[src/rtl/if_fetch_stage.sv]
// ============================================================================
// if_fetch_stage
// ----------------------------------------------------------------------------
// Instruction-fetch stage of the 16-bit pipelined CPU. Owns the PC, requests
// instructions from a variable-latency instruction memory, and writes the
// IF/ID pipeline register. A one-entry hold buffer and a drop state make sure
// that no instruction is lost or duplicated across stalls or branch redirects.
//
// Ports:
//   clk, rst        : clock; synchronous active-high reset
//   pc_write        : hazard unit, 0 = freeze PC
//   ifid_write      : hazard unit, 0 = hold IF/ID contents
//   if_flush        : ID-stage taken branch, redirect to br_target and squash
//   br_target       : redirect address (valid with if_flush)
//   imem_req        : fetch request to instruction memory
//   imem_addr       : word address of the request
//   imem_ready      : memory accepts and returns data this cycle
//   imem_rdata      : instruction data (valid with imem_req & imem_ready)
//   ifid_instr      : IF/ID instruction
//   ifid_pc_plus1   : IF/ID address of that instruction plus 1
//   ifid_valid      : IF/ID 1 = real instruction, 0 = bubble
//   pc              : current fetch PC
//   dbg_state       : current FSM state (FETCH=0, HELD=1, DROP=2)
//
// Handshake: while imem_req=1, imem_addr stays stable until a cycle with
// imem_ready=1; the transfer completes in that cycle and nothing is left
// outstanding afterwards.
// ============================================================================
module if_fetch_stage #(
    parameter logic [15:0] RESET_PC  = 16'h0000,
    parameter logic [15:0] NOP_INSTR = 16'h0000
) (
    input  logic        clk,
    input  logic        rst,
    input  logic        pc_write,
    input  logic        ifid_write,
    input  logic        if_flush,
    input  logic [15:0] br_target,
    output logic        imem_req,
    output logic [15:0] imem_addr,
    input  logic        imem_ready,
    input  logic [15:0] imem_rdata,
    output logic [15:0] ifid_instr,
    output logic [15:0] ifid_pc_plus1,
    output logic        ifid_valid,
    output logic [15:0] pc,
    output logic [1:0]  dbg_state
);

    typedef enum logic [1:0] {
        FETCH = 2'd0,  // request outstanding at pc
        HELD  = 2'd1,  // instruction captured in hold_buf, waiting for stall release
        DROP  = 2'd2   // request at drop_addr must complete, its data is discarded
    } state_t;

    state_t      state, state_n;
    logic [15:0] hold_buf, hold_buf_n;
    logic [15:0] drop_addr, drop_addr_n;
    logic [15:0] pc_n;
    logic [15:0] ifid_instr_n;
    logic [15:0] ifid_pc_plus1_n;
    logic        ifid_valid_n;
    logic [15:0] pc_inc;
    logic        advance;

    // pc_write=0 with ifid_write=1 is never produced by the hazard unit;
    // treating it as a stall keeps PC and IF/ID consistent.
    assign advance = pc_write & ifid_write;
    assign pc_inc  = pc + 16'd1;

    // Outputs decoded from state and registers only; imem_rdata never reaches
    // an output combinationally.
    assign imem_req  = ~rst & (state != HELD);
    assign imem_addr = (state == DROP) ? drop_addr : pc;
    assign dbg_state = state;

    // ------------------------------------------------------------------------
    // State register
    // ------------------------------------------------------------------------
    always_ff @(posedge clk) begin
        if (rst) begin
            state         <= FETCH;
            pc            <= RESET_PC;
            ifid_instr    <= NOP_INSTR;
            ifid_pc_plus1 <= 16'h0000;
            ifid_valid    <= 1'b0;
            hold_buf      <= 16'h0000;
            drop_addr     <= 16'h0000;
        end else begin
            state         <= state_n;
            pc            <= pc_n;
            ifid_instr    <= ifid_instr_n;
            ifid_pc_plus1 <= ifid_pc_plus1_n;
            ifid_valid    <= ifid_valid_n;
            hold_buf      <= hold_buf_n;
            drop_addr     <= drop_addr_n;
        end
    end

    // ------------------------------------------------------------------------
    // Next-state and datapath decode
    // ------------------------------------------------------------------------
    always_comb begin
        state_n         = state;
        pc_n            = pc;
        ifid_instr_n    = ifid_instr;
        ifid_pc_plus1_n = ifid_pc_plus1;
        ifid_valid_n    = ifid_valid;
        hold_buf_n      = hold_buf;
        drop_addr_n     = drop_addr;

        case (state)
            FETCH: begin
                if (if_flush) begin
                    ifid_instr_n = NOP_INSTR;
                    ifid_valid_n = 1'b0;
                    pc_n         = br_target;
                    if (!imem_ready) begin
                        // The request at the old pc cannot be withdrawn; finish
                        // it at the old address and throw its data away.
                        drop_addr_n = pc;
                        state_n     = DROP;
                    end
                end else if (imem_ready) begin
                    if (advance) begin
                        ifid_instr_n    = imem_rdata;
                        ifid_pc_plus1_n = pc_inc;
                        ifid_valid_n    = 1'b1;
                        pc_n            = pc_inc;
                    end else begin
                        // Data arrived during a stall; park it so it is not
                        // fetched a second time.
                        hold_buf_n = imem_rdata;
                        state_n    = HELD;
                    end
                end else if (ifid_write) begin
                    ifid_instr_n = NOP_INSTR;
                    ifid_valid_n = 1'b0;
                end
            end

            HELD: begin
                if (if_flush) begin
                    ifid_instr_n = NOP_INSTR;
                    ifid_valid_n = 1'b0;
                    pc_n         = br_target;
                    state_n      = FETCH;
                end else if (advance) begin
                    ifid_instr_n    = hold_buf;
                    ifid_pc_plus1_n = pc_inc;
                    ifid_valid_n    = 1'b1;
                    pc_n            = pc_inc;
                    state_n         = FETCH;
                end
            end

            DROP: begin
                if (ifid_write || if_flush) begin
                    ifid_instr_n = NOP_INSTR;
                    ifid_valid_n = 1'b0;
                end
                if (if_flush) begin
                    pc_n = br_target;
                end
                if (imem_ready) begin
                    state_n = FETCH;
                end
            end

            default: begin
                state_n = FETCH;
            end
        endcase
    end

endmodule

[config.mk]
export PLATFORM = sky130hd
export DESIGN_NAME = if_fetch_stage
export DESIGN_NICKNAME = d
export VERILOG_FILES = /design/src/rtl/if_fetch_stage.sv
export SDC_FILE = /design/constraint.sdc
export NUM_CORES = 1
export LEC_CHECK = 0
export CAP_MARGIN = 20
export CORE_AREA = 5 5 97 99
export DETAILED_ROUTE_END_ITERATION = 7
export DIE_AREA = 0 0 102 104
export PLACE_DENSITY = 0.81
export SYNTH_ARGS = -nofsm -noshare
export SYNTH_HDL_FRONTEND = slang
export SYNTH_SLANG_ARGS = --single-unit
[constraint.sdc]
create_clock -name clk -period 2.4 [get_ports clk]
set_clock_uncertainty 0.2 [all_clocks]
set_input_delay 0.48 -clock clk [delete_from_list [all_inputs] [get_ports clk]]
set_output_delay 0.48 -clock clk [all_outputs]
set_load 0.05 [all_outputs]
==> results.md <==
| Result | Reported | Unit |
| --- | --- | --- |
| CTS Hold Bufs | 0 | - |
| Setup slack after layout | 0.0528 | ns |
| CTS Root Cell | sky130_fd_sc_hd__clkbuf_8 | - |
| Hold Vio Cnt, Final | 0 | - |
| Leading cell types in the layout, fill and taps excluded | sky130_fd_sc_hd__nand2_1 (103), sky130_fd_sc_hd__clkdlybuf4s50_1 (83), sky130_fd_sc_hd__dfxtp_1 (81) | - |
| Sink of the worst hold path | drop_addr[12] | - |
| Max Cap Violations | 0 | - |
| Worst Path Arrival | 1.67 | ns |
| CTS H-Tree Depth | 3 | - |
| Cell count of the worst reg-to-reg path | 7 | - |
| Reg-to-reg critical path startpoint | dbg_state[0] | - |
| Insertion delay of the later-clocked pin in the worst-skew pair | 0.35 | ns |
| Hold path startpoint | drop_addr[12] | - |
| Run status | complete, no violations | - |
| Aggregate global routing overflow | 0 | - |
| Total design power | 3570 | uW |
| Antenna violations before repair | 0 | - |
| Net switching power | 1120 | uW |
| Internal power | 2450 | uW |
| WL per Instance | 16.0 | um |
| Cell Rows | 34 | - |
| Most frequent standard cell in the layout excluding fill and tap cells | sky130_fd_sc_hd__nand2_1 | - |
| Clock transition time at the flip-flop clock pins of the worst setup and hold paths | 0.08 | ns |
| Port-buffer cells | 105 | - |
| Iteration count of the initial detailed-routing pass | 5 | - |
| Initial cell density of the core | 47.5 | % |
| Place WS | -0.0990 | ns |
| Unrepaired setup endpoints after global routing | false | - |
| Buffers inserted by post-CTS timing repair | 0 | - |
| Number of slew-limit violations in the final report | 0 | - |
| Number of nets produced by synthesis | 553 | - |
| Data required time at the worst endpoint | 1.72 | ns |
| TritonCTS clock tree | yes | - |
| Area enclosed by the die boundary | 0.0106 | sq mm |
| Worst voltage drop across the vdd grid | 0.000357 | V |
| Overall die height | 104 | um |
| Switching portion of total power | 31.3 | % |
| Sequential group share of total power | 41.7 | % |
| Area added between synthesis and finish | 45.1 | % |
| Diodes inserted | 0 | - |
| Via density per instance | 5.50 | - |
| Die extent in x | 102 | um |
| Count of synthesis-stage warnings from yosys | 0 | - |
| Library cells used by synthesis | 51 | - |
| Finished Core Util | 68.9 | % |
| Worst Setup End Kind | primary output | - |
| Overall routing resource usage | 22.3 | % |
| Share of layout cells above drive strength 1 | 17.1 | % |
| Post-Synthesis Cells | 510 | - |
| DP Wirelength | 8660 | um |
| Global-route wire length before repair | 19400 | um |
| Shortest clock period the worst path allows after layout | 2.35 | ns |
| Final number of setup-violating endpoints | 0 | - |
| Register-to-register setup slack | 0.14 | ns |
| CP bufs+invs | 1 | - |
| # nets final | 669 | - |
| Post-synthesis sequential element count | 83 | - |
| Dominant cells by area after synthesis | sky130_fd_sc_hd__dfxtp_1 (41%), sky130_fd_sc_hd__nand2_1 (9.6%), sky130_fd_sc_hd__a21oi_1 (7.6%) | - |
| Measured slew at the worst slew-check pin | 0.546 | ns |
| Largest stage delay, worst path | 0.86 | ns |
| Post-Synthesis Mean Instance Area | 7.89 | sq um |
| Routed vias | 4066 | - |
| Normalized max-slew margin | 63.5 | % |
| Proportion of netlist area held by the largest area contributor | 41.3 | % |
| Longest Clk Path Bufs | 2 | - |
| Cell class contributing the biggest share of worst-path delay | buffers and inverters | - |
| I/O Pins | 106 | - |
| Largest net degree at the start of global routing | 34 | - |
| Number of nets with antenna violations after detailed routing | 0 | - |
| Max frequency | 426 | MHz |
| Clock power share | 30.1 | % |
| Cell depth of the worst setup path | 1 | - |
| Sequential element share of the synthesized area | 41.3 | % |
| Final-layout worst hold slack | 0.256 | ns |
| Critical path's slowest cell | sky130_fd_sc_hd__clkdlybuf4s50_1 | - |
| Via count of the first global-routing pass | 3968 | - |
| Final worst path period share | 97.8 | % |
| Drt first-iter violations | 209 | - |
| Static Leakage | 0.00213 | uW |
| Fraction of power consumed by combinational cells | 28.2 | % |
| Cell type with the highest aggregate area in the netlist | sky130_fd_sc_hd__dfxtp_1 | - |
| Final wirelength | 11800 | um |
| CP Launch Type | register | - |
| Worst Hold Depth | 2 | - |
| Power density relative to cell area | 612 | mW/mm^2 |
| CTS sink count | 83 | - |
| Remaining routing DRC violations | 0 | - |
| Final weighted congestion in routability-driven placement | 0.900 | - |
| Clock buffers created by TritonCTS | 9 | - |
| CP Cell Sequence | clkdlybuf4s50_1 | - |
| Path type of the worst setup path | register to primary output | - |
| Max Fanout on Critical Path | 7 | - |
| Core outline area | 0.00847 | sq mm |
| Endpoint of the worst-slack reg-to-reg timing path | pc[9] | - |
| Type of the most critical hold path | register to register | - |
| Post-synthesis cell area | 0.00402 | sq mm |
-- state kept, by name (all words and copies together) (netlist names) --
register,count
drop_addr,16
hold_buf,16
ifid_instr,16
ifid_pc_plus1,16
pc,16
dbg_state,2
ifid_valid,1
-- worst max-delay path by stage --
stage	from	to	slack [ns]
after global routing	pc[1]	pc[1]	0.01
after floorplan	rst	imem_req	0.07
after CTS	dbg_state[0]	imem_addr[5]	0.005
after detailed placement	ifid_write	pc[15]	-0.1
after global placement	ifid_write	ifid_pc_plus1[0]	-0.02
final	pc[1]	pc[1]	0.05
-- synthesized netlist by cell type (all sizes together) --
cell and instances:
a221oi 1, nor3 10, xor2 5, o31a 1, nor2b 4, a21oi 62, a211oi 8, o31ai 2
nor4 5, or2 2, o41ai 1, o22a 1, nand3 8, and3 5, inv 6, or3 21
a311oi 4, o21ai 20, or4 1, a31oi 2, o21bai 1, and2 2, buf 21, nand4b 1
ha 5, xnor2 6, a22oi 22, nor2 43, nand3b 1, mux2i 2, a2bb2oi 3, o21a 4
o211ai 1, clkbuf 23, dfxtp 83, nand2b 3, nand2 103, a22o 1, nand4 3, mux2 13
-- timing repair --
action	CTS	global route
cloned	1	0
resized for setup	2	3
setup endpoints to repair	14	16
-- tightest hold or removal path: cells and delay by family (launching register included) --
kind	cells	cell delay [ns]
AO/OA/AOI/OAI	1	0.05
flip-flops	1	0.31
AND/OR/NAND/NOR	1	0.05
-- power groups by stage --
| stage | clock network (uW) | registers (uW) | logic, uW |
|---|---|---|---|
| 6_report | 1080 | 1490 | 1010 |
| 5_1_grt | 1150 | 1500 | 1070 |
| 4_1_cts | 1090 | 1490 | 1000 |
| 3_5_place_dp | 0 | 1520 | 991 |
| 3_3_place_gp | 0 | 1520 | 973 |
| 2_1_floorplan | 0 | 1670 | 434 |
-- per-layer routing --
layer | track usage [%] | vias to the layer above | part of all wire (%) | wire [um]
li1 | - | 1997 | - | -
met1 | 28.6 | 1899 | 41 | 4860
met2 | 36.7 | 153 | 49 | 5740
met3 | 5.16 | 17 | 8.4 | 995
met4 | 6.84 | 0 | 1.7 | 198
met5 | 0 | - | 0 | 0
-- logic make-up after synthesis --
group | after synthesis | share of synthesized area [%]
compound gates | 134 | 20.9
xor+xnor | 11 | 2.39
fa+ha+maj | 5 | 1.55
buf+inv | 50 | 5.47
flops | 83 | 41.3
mux | 15 | 4.14
simple gates | 212 | 24.3
-- metrics by stage --
stage                     TNS, ns  std cells  area [sq um]
after floorplan                 0        510          4060
after global placement    -0.0234        722          5580
after detailed placement   -0.393        722          5580
after CTS                       0        739          5820
after global routing            0        739          5840
final                           0        739          5840
-- area by class of cell --
| cell class | count | area (sq um) |
|---|---|---|
| Sequential cell | 83 | 1660 |
| Timing Repair Buffer | 149 | 1620 |
| Fill cell | 636 | 2630 |
| Multi-Input combinational cell | 377 | 2190 |
| Clock buffer | 11 | 131 |
| Clock inverter | 5 | 77.6 |
| Inverter | 6 | 22.5 |
| Tap cell | 108 | 135 |
No activity file was read; power rests on OpenSTA's default activity.
